--- src/rtl/mips_mc_hs.sv ---
`default_nettype none
// ============================================================================
// mips_mc_hs : multi-cycle MIPS32-subset core with req/ack memory handshakes.
//              Optional MUL (SPECIAL2) enabled by defining MIPS_MUL_EN.
// Revision   : 1.0
// ============================================================================
module mips_mc_hs #(
  parameter logic [31:0] PC_INIT  = 32'h0,
  parameter logic [31:0] SP_INIT  = 32'h0,
  parameter logic [31:0] RA_INIT  = 32'h0,
  parameter int unsigned RETIRE_W = 32
) (
  input  logic                clk,
  input  logic                reset,
  output logic                imem_req,
  output logic [31:0]         imem_addr,
  input  logic                imem_ack,
  input  logic [31:0]         imem_rdata,
  output logic                dmem_req,
  output logic                dmem_we,
  output logic [31:0]         dmem_addr,
  output logic [31:0]         dmem_wdata,
  input  logic                dmem_ack,
  input  logic [31:0]         dmem_rdata,
  output logic [RETIRE_W-1:0] retired,
  output logic                illegal
);

  typedef enum logic [2:0] {
    S_FETCH   = 3'd0,
    S_DECODE  = 3'd1,
    S_EXECUTE = 3'd2,
    S_MEM     = 3'd3,
    S_WB      = 3'd4
  } state_t;

  localparam logic [5:0] OP_SPECIAL  = 6'b000000;
  localparam logic [5:0] OP_SPECIAL2 = 6'b011100;
  localparam logic [5:0] OP_J        = 6'b000010;
  localparam logic [5:0] OP_JAL      = 6'b000011;
  localparam logic [5:0] OP_BEQ      = 6'b000100;
  localparam logic [5:0] OP_BNE      = 6'b000101;
  localparam logic [5:0] OP_ADDIU    = 6'b001001;
  localparam logic [5:0] OP_SLTI     = 6'b001010;
  localparam logic [5:0] OP_LW       = 6'b100011;
  localparam logic [5:0] OP_SW       = 6'b101011;
  localparam logic [5:0] FN_SLL      = 6'b000000;
  localparam logic [5:0] FN_JR       = 6'b001000;
  localparam logic [5:0] FN_ADDU     = 6'b100001;
  localparam logic [5:0] FN_SUBU     = 6'b100011;
  localparam logic [5:0] FN_SLT      = 6'b101010;
`ifdef MIPS_MUL_EN
  localparam logic [5:0] FN_MUL      = 6'b000010;
`endif

  state_t      state, state_nx;
  logic [31:0] pc, ir, rs_val, rt_val, imm_sx, pc4, alu_q, npc_q, mdr;
  logic [4:0]  wa_q;
  logic        we_q, ld_q, st_q, ill_q;
  logic [31:0] regs [32];

  logic [5:0]  opcode, funct;
  logic [4:0]  rs, rt, rd, shamt;
  assign opcode = ir[31:26];
  assign rs     = ir[25:21];
  assign rt     = ir[20:16];
  assign rd     = ir[15:11];
  assign shamt  = ir[10:6];
  assign funct  = ir[5:0];

  logic [31:0] ex_res, ex_npc, br_tgt;
  logic [4:0]  ex_wa;
  logic        ex_we, ex_ld, ex_st, ex_ill;
  assign br_tgt = pc4 + {imm_sx[29:0], 2'b00};

  always_comb begin
    ex_res = 32'h0;
    ex_npc = pc4;
    ex_wa  = rd;
    ex_we  = 1'b0;
    ex_ld  = 1'b0;
    ex_st  = 1'b0;
    ex_ill = 1'b0;
    case (opcode)
      OP_SPECIAL: begin
        case (funct)
          FN_ADDU: begin ex_res = rs_val + rt_val; ex_we = 1'b1; end
          FN_SUBU: begin ex_res = rs_val - rt_val; ex_we = 1'b1; end
          FN_SLT:  begin ex_res = {31'b0, $signed(rs_val) < $signed(rt_val)}; ex_we = 1'b1; end
          FN_SLL:  begin ex_res = rt_val << shamt; ex_we = 1'b1; end
          FN_JR:   ex_npc = rs_val;
          default: ex_ill = 1'b1;
        endcase
      end
      OP_SPECIAL2: begin
`ifdef MIPS_MUL_EN
        if (funct == FN_MUL) begin
          ex_res = rs_val * rt_val;
          ex_we  = 1'b1;
        end else begin
          ex_ill = 1'b1;
        end
`else
        ex_ill = 1'b1;
`endif
      end
      OP_ADDIU: begin ex_res = rs_val + imm_sx; ex_wa = rt; ex_we = 1'b1; end
      OP_SLTI:  begin ex_res = {31'b0, $signed(rs_val) < $signed(imm_sx)}; ex_wa = rt; ex_we = 1'b1; end
      OP_LW:    begin ex_res = rs_val + imm_sx; ex_wa = rt; ex_we = 1'b1; ex_ld = 1'b1; end
      OP_SW:    begin ex_res = rs_val + imm_sx; ex_st = 1'b1; end
      OP_BEQ:   if (rs_val == rt_val) ex_npc = br_tgt;
      OP_BNE:   if (rs_val != rt_val) ex_npc = br_tgt;
      OP_J:     ex_npc = {pc4[31:28], ir[25:0], 2'b00};
      OP_JAL: begin
        ex_npc = {pc4[31:28], ir[25:0], 2'b00};
        ex_res = pc4;
        ex_wa  = 5'd31;
        ex_we  = 1'b1;
      end
      default: ex_ill = 1'b1;
    endcase
  end

  always_ff @(posedge clk) begin
    if (reset) state <= S_FETCH;
    else       state <= state_nx;
  end

  // Outputs are gated by reset so an aborted handshake drops immediately.
  always_comb begin
    state_nx   = state;
    imem_req   = 1'b0;
    imem_addr  = 32'h0;
    dmem_req   = 1'b0;
    dmem_we    = 1'b0;
    dmem_addr  = 32'h0;
    dmem_wdata = 32'h0;
    illegal    = 1'b0;
    case (state)
      S_FETCH: begin
        imem_req  = ~reset;
        imem_addr = reset ? 32'h0 : pc;
        if (imem_ack) state_nx = S_DECODE;
      end
      S_DECODE:  state_nx = S_EXECUTE;
      S_EXECUTE: state_nx = S_MEM;
      S_MEM: begin
        if ((ld_q || st_q) && !reset) begin
          dmem_req   = 1'b1;
          dmem_we    = st_q;
          dmem_addr  = alu_q & 32'hFFFF_FFFC;
          dmem_wdata = st_q ? rt_val : 32'h0;
        end
        if (!(ld_q || st_q) || dmem_ack) state_nx = S_WB;
      end
      S_WB: begin
        illegal  = ill_q & ~reset;
        state_nx = S_FETCH;
      end
      default: state_nx = S_FETCH;
    endcase
  end

  always_ff @(posedge clk) begin
    if (reset) begin
      pc      <= PC_INIT;
      ir      <= 32'h0;
      rs_val  <= 32'h0;
      rt_val  <= 32'h0;
      imm_sx  <= 32'h0;
      pc4     <= 32'h0;
      alu_q   <= 32'h0;
      npc_q   <= 32'h0;
      mdr     <= 32'h0;
      wa_q    <= 5'd0;
      we_q    <= 1'b0;
      ld_q    <= 1'b0;
      st_q    <= 1'b0;
      ill_q   <= 1'b0;
      retired <= '0;
      for (int i = 0; i < 32; i++) regs[i] <= 32'h0;
      regs[29] <= SP_INIT;
      regs[31] <= RA_INIT;
    end else begin
      case (state)
        S_FETCH: if (imem_ack) ir <= imem_rdata;
        S_DECODE: begin
          rs_val <= (rs == 5'd0) ? 32'h0 : regs[rs];
          rt_val <= (rt == 5'd0) ? 32'h0 : regs[rt];
          imm_sx <= {{16{ir[15]}}, ir[15:0]};
          pc4    <= pc + 32'd4;
        end
        S_EXECUTE: begin
          alu_q <= ex_res;
          npc_q <= ex_npc;
          wa_q  <= ex_wa;
          we_q  <= ex_we;
          ld_q  <= ex_ld;
          st_q  <= ex_st;
          ill_q <= ex_ill;
        end
        S_MEM: if (ld_q && dmem_ack) mdr <= dmem_rdata;
        S_WB: begin
          if (we_q && wa_q != 5'd0) regs[wa_q] <= ld_q ? mdr : alu_q;
          pc      <= npc_q;
          retired <= retired + RETIRE_W'(1);
        end
        default: ;
      endcase
    end
  end

endmodule
`default_nettype wire

--- config.mk ---
export PLATFORM = sky130hd
export DESIGN_NAME = mips_mc_hs
export DESIGN_NICKNAME = d
export VERILOG_FILES = /design/src/rtl/mips_mc_hs.sv
export SDC_FILE = /design/constraint.sdc
export NUM_CORES = 2
export LEC_CHECK = 0
export CORE_MARGIN = 2
export CORE_UTILIZATION = 55
export DETAILED_ROUTE_END_ITERATION = 6
export GPL_ROUTABILITY_DRIVEN = 1
export PLACE_DENSITY = 0.73
export SLEW_MARGIN = 40
export SYNTH_ARGS = -nofsm -noshare
export SYNTH_HDL_FRONTEND = slang
export SYNTH_SLANG_ARGS = --single-unit
export TNS_END_PERCENT = 20
--- constraint.sdc ---
create_clock -name clk -period 4.5 [get_ports clk]
set_input_delay 0.675 -clock clk [delete_from_list [all_inputs] [get_ports clk]]
set_output_delay 0.675 -clock clk [all_outputs]
set_load 0.02 [all_outputs]
* Word-level counts from Yosys, hierarchy flattened
Memories as Yosys holds them, arrays and structs flattened. A register that Yosys moved wholly into a read port is not among the register bits.
Cells that the tools add are included.
** Storage, ports and cells
- Word-level logic and storage cells :: 121
- Register bits after elaboration :: 316
- Bits in writable memories :: 1024
- Output and inout port bits :: 132
- Input bits :: 68
- Memories :: 1
** Cells by class
- Equal/unequal tests :: 20
- Mux-type cells :: 47
- Bitwise logic cells :: 4
- $add $sub $neg :: 6
- Shift operators :: 1
- $lt $le $gt $ge :: 2
- Reductions and logical operators :: 24
** Memory list
- regs :: words 32, width 32, rd ports 2, clocked after memory_dff 2, wr ports 32, line 60 : logic [31:0] regs [32];
** Operators by type and width (count)
- $mux W32 :: 16
- $pmux W32 S4 :: 3
- $add A32 B32 Y32 :: 3
- $add A32 B1 Y32 const B :: 1
- $add A32 B3 Y32 const B :: 1
- $eq A32 B32 Y1 :: 1
- $lt A32 B16 Y1 :: 1
- $lt A32 B32 Y1 :: 1
- $ne A32 B32 Y1 :: 1
- $reduce_or A32 Y1 :: 1
- $shl A32 B5 Y32 :: 1
- $sub A32 B32 Y32 :: 1
- $eq A6 B6 Y1 const B :: 5
- $mux W5 :: 5
- $eq A6 B4 Y1 const B :: 3
- $mux W1 :: 17
- $eq A6 B2 Y1 const B :: 2
- $eq A6 B3 Y1 const B :: 2
- $logic_not A6 Y1 :: 2
- $pmux W3 S4 :: 1
- $logic_not A5 Y1 :: 2
- $pmux W5 S2 :: 1
- $reduce_or A4 Y1 :: 2
- $reduce_or A8 Y1 :: 1
- 18 further kinds :: 30

* Longest topological paths before layout
- Depth after elaboration :: 8
- Mapped depth :: 13
- Gate-level depth less buffers :: 12

* Least setup slack after synthesis
Ideal clock, no wire load.
- Kind :: reg2reg
- Start :: register, netlist name imm_sx[15]
- End :: register alu_q[30]
- Data required time :: 4408 ps
- Period minus slack after synthesis :: 3653 ps
- Setup time :: 92 ps
- Path buffers :: 1
- Stages on the path, launching flop included :: 13
- Data arrival time :: 3560 ps
- Slack :: 847 ps
- Cells stage by stage :: dfxtp_1 -> inv_1 -> ha_1 -> clkbuf_1 -> inv_1 -> a21oi_1 -> o31ai_1 -> a211oi_1 -> a21oi_1 -> a221oi_1 -> o211ai_1 -> xnor2_1 -> o32ai_1
** On the way
- Cells in the longest elaborated chain, start to end :: 2
** RTL lines
- $add A32 B32 Y32 :: line 107, 109, 110
- $pmux W32 S4 :: line 84 : case (opcode)
- end signal: assignment :: line 194 : alu_q <= ex_res;
- end: declaration :: line 57 : logic [31:0] pc, ir, rs_val, rt_val, imm_sx, pc4, alu_q, npc_q, mdr;
No other way between the ends.
A chain may end at the register's enable or synchronous reset.

* Final worst setup path
- Start :: register state[0]
- End :: output port dmem_wdata[12]
** On the way
- Cells in the longest elaborated chain, start to end :: 2
** RTL lines
- start: declaration :: line 56 : state_t state, state_nx;
- start signal: assignment :: line 126 : else state <= state_nx;
- $eq A3 B2 Y1 :: line 139 : case (state)
- $mux W32 :: line 139
- end: declaration :: line 22 : output logic [31:0] dmem_wdata,
No other way between the ends.

==> results.cfg <==
[status]
status = complete, but fails checks
failed_checks = design-rule violations

[timing]
worst_pin_slew_ns = 0.926
slew_viol_final = 0
fin_tns_setup_ns = 0
max_freq_mhz = 248
fin_ws_ns = 0.468
final_hold_viol_count = 0
setup_viol = 0
fin_skew_ns = 0.0413
min_period_ns = 4.03
max_slew_margin = 0.378
post-route-period-util = 0.896
rsz0062_at_grt = no

[floorplanning]
start_util = 0.554
io_pins = 200
rows = 135
coreArea_sq_mm = 0.135
die_y_um = 373
die_w_um = 373
die-area_sq_mm = 0.139

[power]
power.total_w = 0.0308
ir_drop_mv = 0.330
p_leak_nw = 28.4
powerDensity_mw_per_mm2 = 362

[final_layout]
nFillCells = 10100
nNetsFinal = 6640
finalNonFillerCells = 8308
area_delta_synth_final_pct = 13.5
drive_above_1_share = 0.195

[clock_tree]
ctsHtreeMaxLevel = 4
cts_tree = yes
cts.sinks = 1350
worstSkewPairLatency_ns = 0.83
postCtsSetupBuffers = 0
postCtsHoldBufs = 0
clkTransAtPathRegs_ns = 0.06
cts_buffers = 145
root_buffer = clkbuf_16
cts_buffer_depth = 3
postCtsResizedCells = 0

[logic_synthesis]
synthCells = 6337
ys_seq_area_frac = 0.496
yosysWarnings = 0
synthDistinctLibCells = 90
synth-async-reset-ratio = 0
synth_seq_cells = 1350
synthFlopType = edfxtp_1
yosys.area.top_type_share = 0.410
synth-edff-count = 1024
syn_area_sq_mm = 0.0751
synth.avg_cell_area_sq_um = 11.8
yosys-top-cells-area = edfxtp_1 41%, mux4_2 20%, dfxtp_1 8.7%
synth_top_area_cell = edfxtp_1

[grt]
grt_pass1_wl_um = 378000
grt_pass1_vias = 56700
grt_max_degree = 149
globalRoute.totalOverflow = 0
grtUsageTotal = 0.370
antenna_found_initial = 7

[routing]
wl_per_cell_um = 31.3
wl_met2_um = 123000
routed.top_layer = met5
avgViaCountPerCell = 6.96
vias = 57800
drc = 10
wl_met3_um = 31700
wl_met1_um = 86600
routed_wl_um = 260000
drt_iter0_drc = 8303
dr.pass1.iters = 7
ant_nets = 0

[worst_setup_path]
required_ns = 3.83
crit_chain = nand2_1, nor4b_2, buf_4, and2_1, clkdlybuf4s50_1
cp_slowest_stage_delay_ns = 0.65
rrSetupSlack_ns = 0.48
critical_path.max_fanout = 33
cpMaxStageDelayCell = clkdlybuf4s50_1
r2r_end = alu_q[30]
crit_start = state[0]
crit_path_start_kind = register
r2r_cells = 11
cp-end-kind = primary output
r2r_start = rs_val[0]
arrival_ns = 3.36
worst-setup-path-type = reg -> out

[placement]
dp.cells = 8042
dp_hpwl_um = 174000
finalWeightedCongestion = 1.02
place.port_buffers = 197
pre_cts_ws_ns = 0.541

[min_path]
worstHoldEndpoint = st_q
min_from = reset
hp-class = in -> reg
holdPathStages = 2

[job]
timing.max_cap.violations = 0
critical path: cells and delay by family (launching register included):
family / cells / cell delay, ns
buf+inv: 2 / 1.09
flops: 1 / 0.56
simple gates: 3 / 0.87
state kept, by name (all words and copies together) (netlist names), 3 cells and up, named ones only:
signal / cells
regs: 1024
imm_sx: 16
pc: 32
rs_val: 32
wa_q: 5
rt_val: 32
npc_q: 32
alu_q: 32
mdr: 32
state: 3
ir: 32
retired: 32
pc4: 32
worst max-delay path by stage:
stage / depth (start not counted) / slack (ns) / endpoint
finish: 5 / 0.47 / dmem_wdata[12]
global route: 11 / 0.33 / alu_q[30]
CTS: 5 / 0.49 / dmem_addr[20]
detailed placement: 11 / 0.54 / alu_q[30]
global placement: 11 / 0.59 / alu_q[30]
floorplan: 12 / 0.85 / alu_q[30]
metal layers:
metal,GRT usage,vias up
li1,-,23800
met3,0.0828,984
met2,0.598,4473
met5,0,-
met1,0.457,28600
met4,0.222,10
cell families (layout without fill, tap and decap cells):
kind of cell             after synthesis  count (layout)  share of synthesized area
multiplexers                         813             813                      0.221
XOR/XNOR                             116             116                     0.0135
AND/OR/NAND/NOR                     2291            2291                      0.129
flip-flops                          1350            1350                      0.496
adder cells (fa/ha/maj)              161             161                     0.0272
AO/OA/AOI/OAI                        918             918                     0.0788
buffers and inverters                687             842                     0.0347
other                                  1              36                  0.0000499
synthesized netlist by cell type (27+ instances only):
library cell  instances
xnor2_1              67
nand2_1             496
dfxtp_1             326
nand3_1              51
a211oi_1             57
o21ai_0             125
nor3_1               57
a221o_1              32
clkbuf_1            462
and2_1              106
nand2b_1             34
xor2_1               49
edfxtp_1           1024
mux4_2              673
buf_1                87
and3_1               27
or3_1                30
a221oi_1             40
mux2i_1             131
nor2_1             1355
a21o_1               30
nand4_1              36
a21oi_1             387
o21bai_1             27
inv_1               120
ha_1                157
where the power goes:
group | switching (W) | internal, W
Combinational | 0.00262 | 0.00191
Clock | 0.00521 | 0.00676
Sequential | 0.000513 | 0.0138
Total | 0.00834 | 0.0225
layout make-up:
class	count	area (sq um)	share of cell area
diodes	2	5.00	0.0000587
clock buffers	198	3940	0.0463
clock inverters	63	719	0.00844
inverters	122	458	0.00537
multi-input cells	4333	35900	0.421
flip-flops and latches	1350	37300	0.438
well taps	1781	2230	0.0262
repair buffers	459	4680	0.0550
per-stage QoR:
stage	hold slack, ns	utilization	instance area [sq um]
5_1_grt	0.171	0.629	85200
2_1_floorplan	0.426	-	75200
3_3_place_gp	0.434	0.591	80000
4_1_cts	0.147	0.628	85100
6_report	0.193	0.629	85200
3_5_place_dp	0.441	0.594	80500
cells in the final DEF, fill, tap and decap left out, types with 105 or more instances in the layout:
cell type	synthesis	final
nor2_1	1355	1355
edfxtp_1	1024	1024
mux4_2	673	673
nand2_1	496	457
a21oi_1	387	387
dfxtp_1	326	312
clkdlybuf4s50_1	0	196
buf_4	2	184
ha_1	157	157
clkbuf_16	0	148
o21ai_0	125	125
inv_1	120	119
and2_1	106	105
No activity file was read; power rests on OpenSTA's default activity.
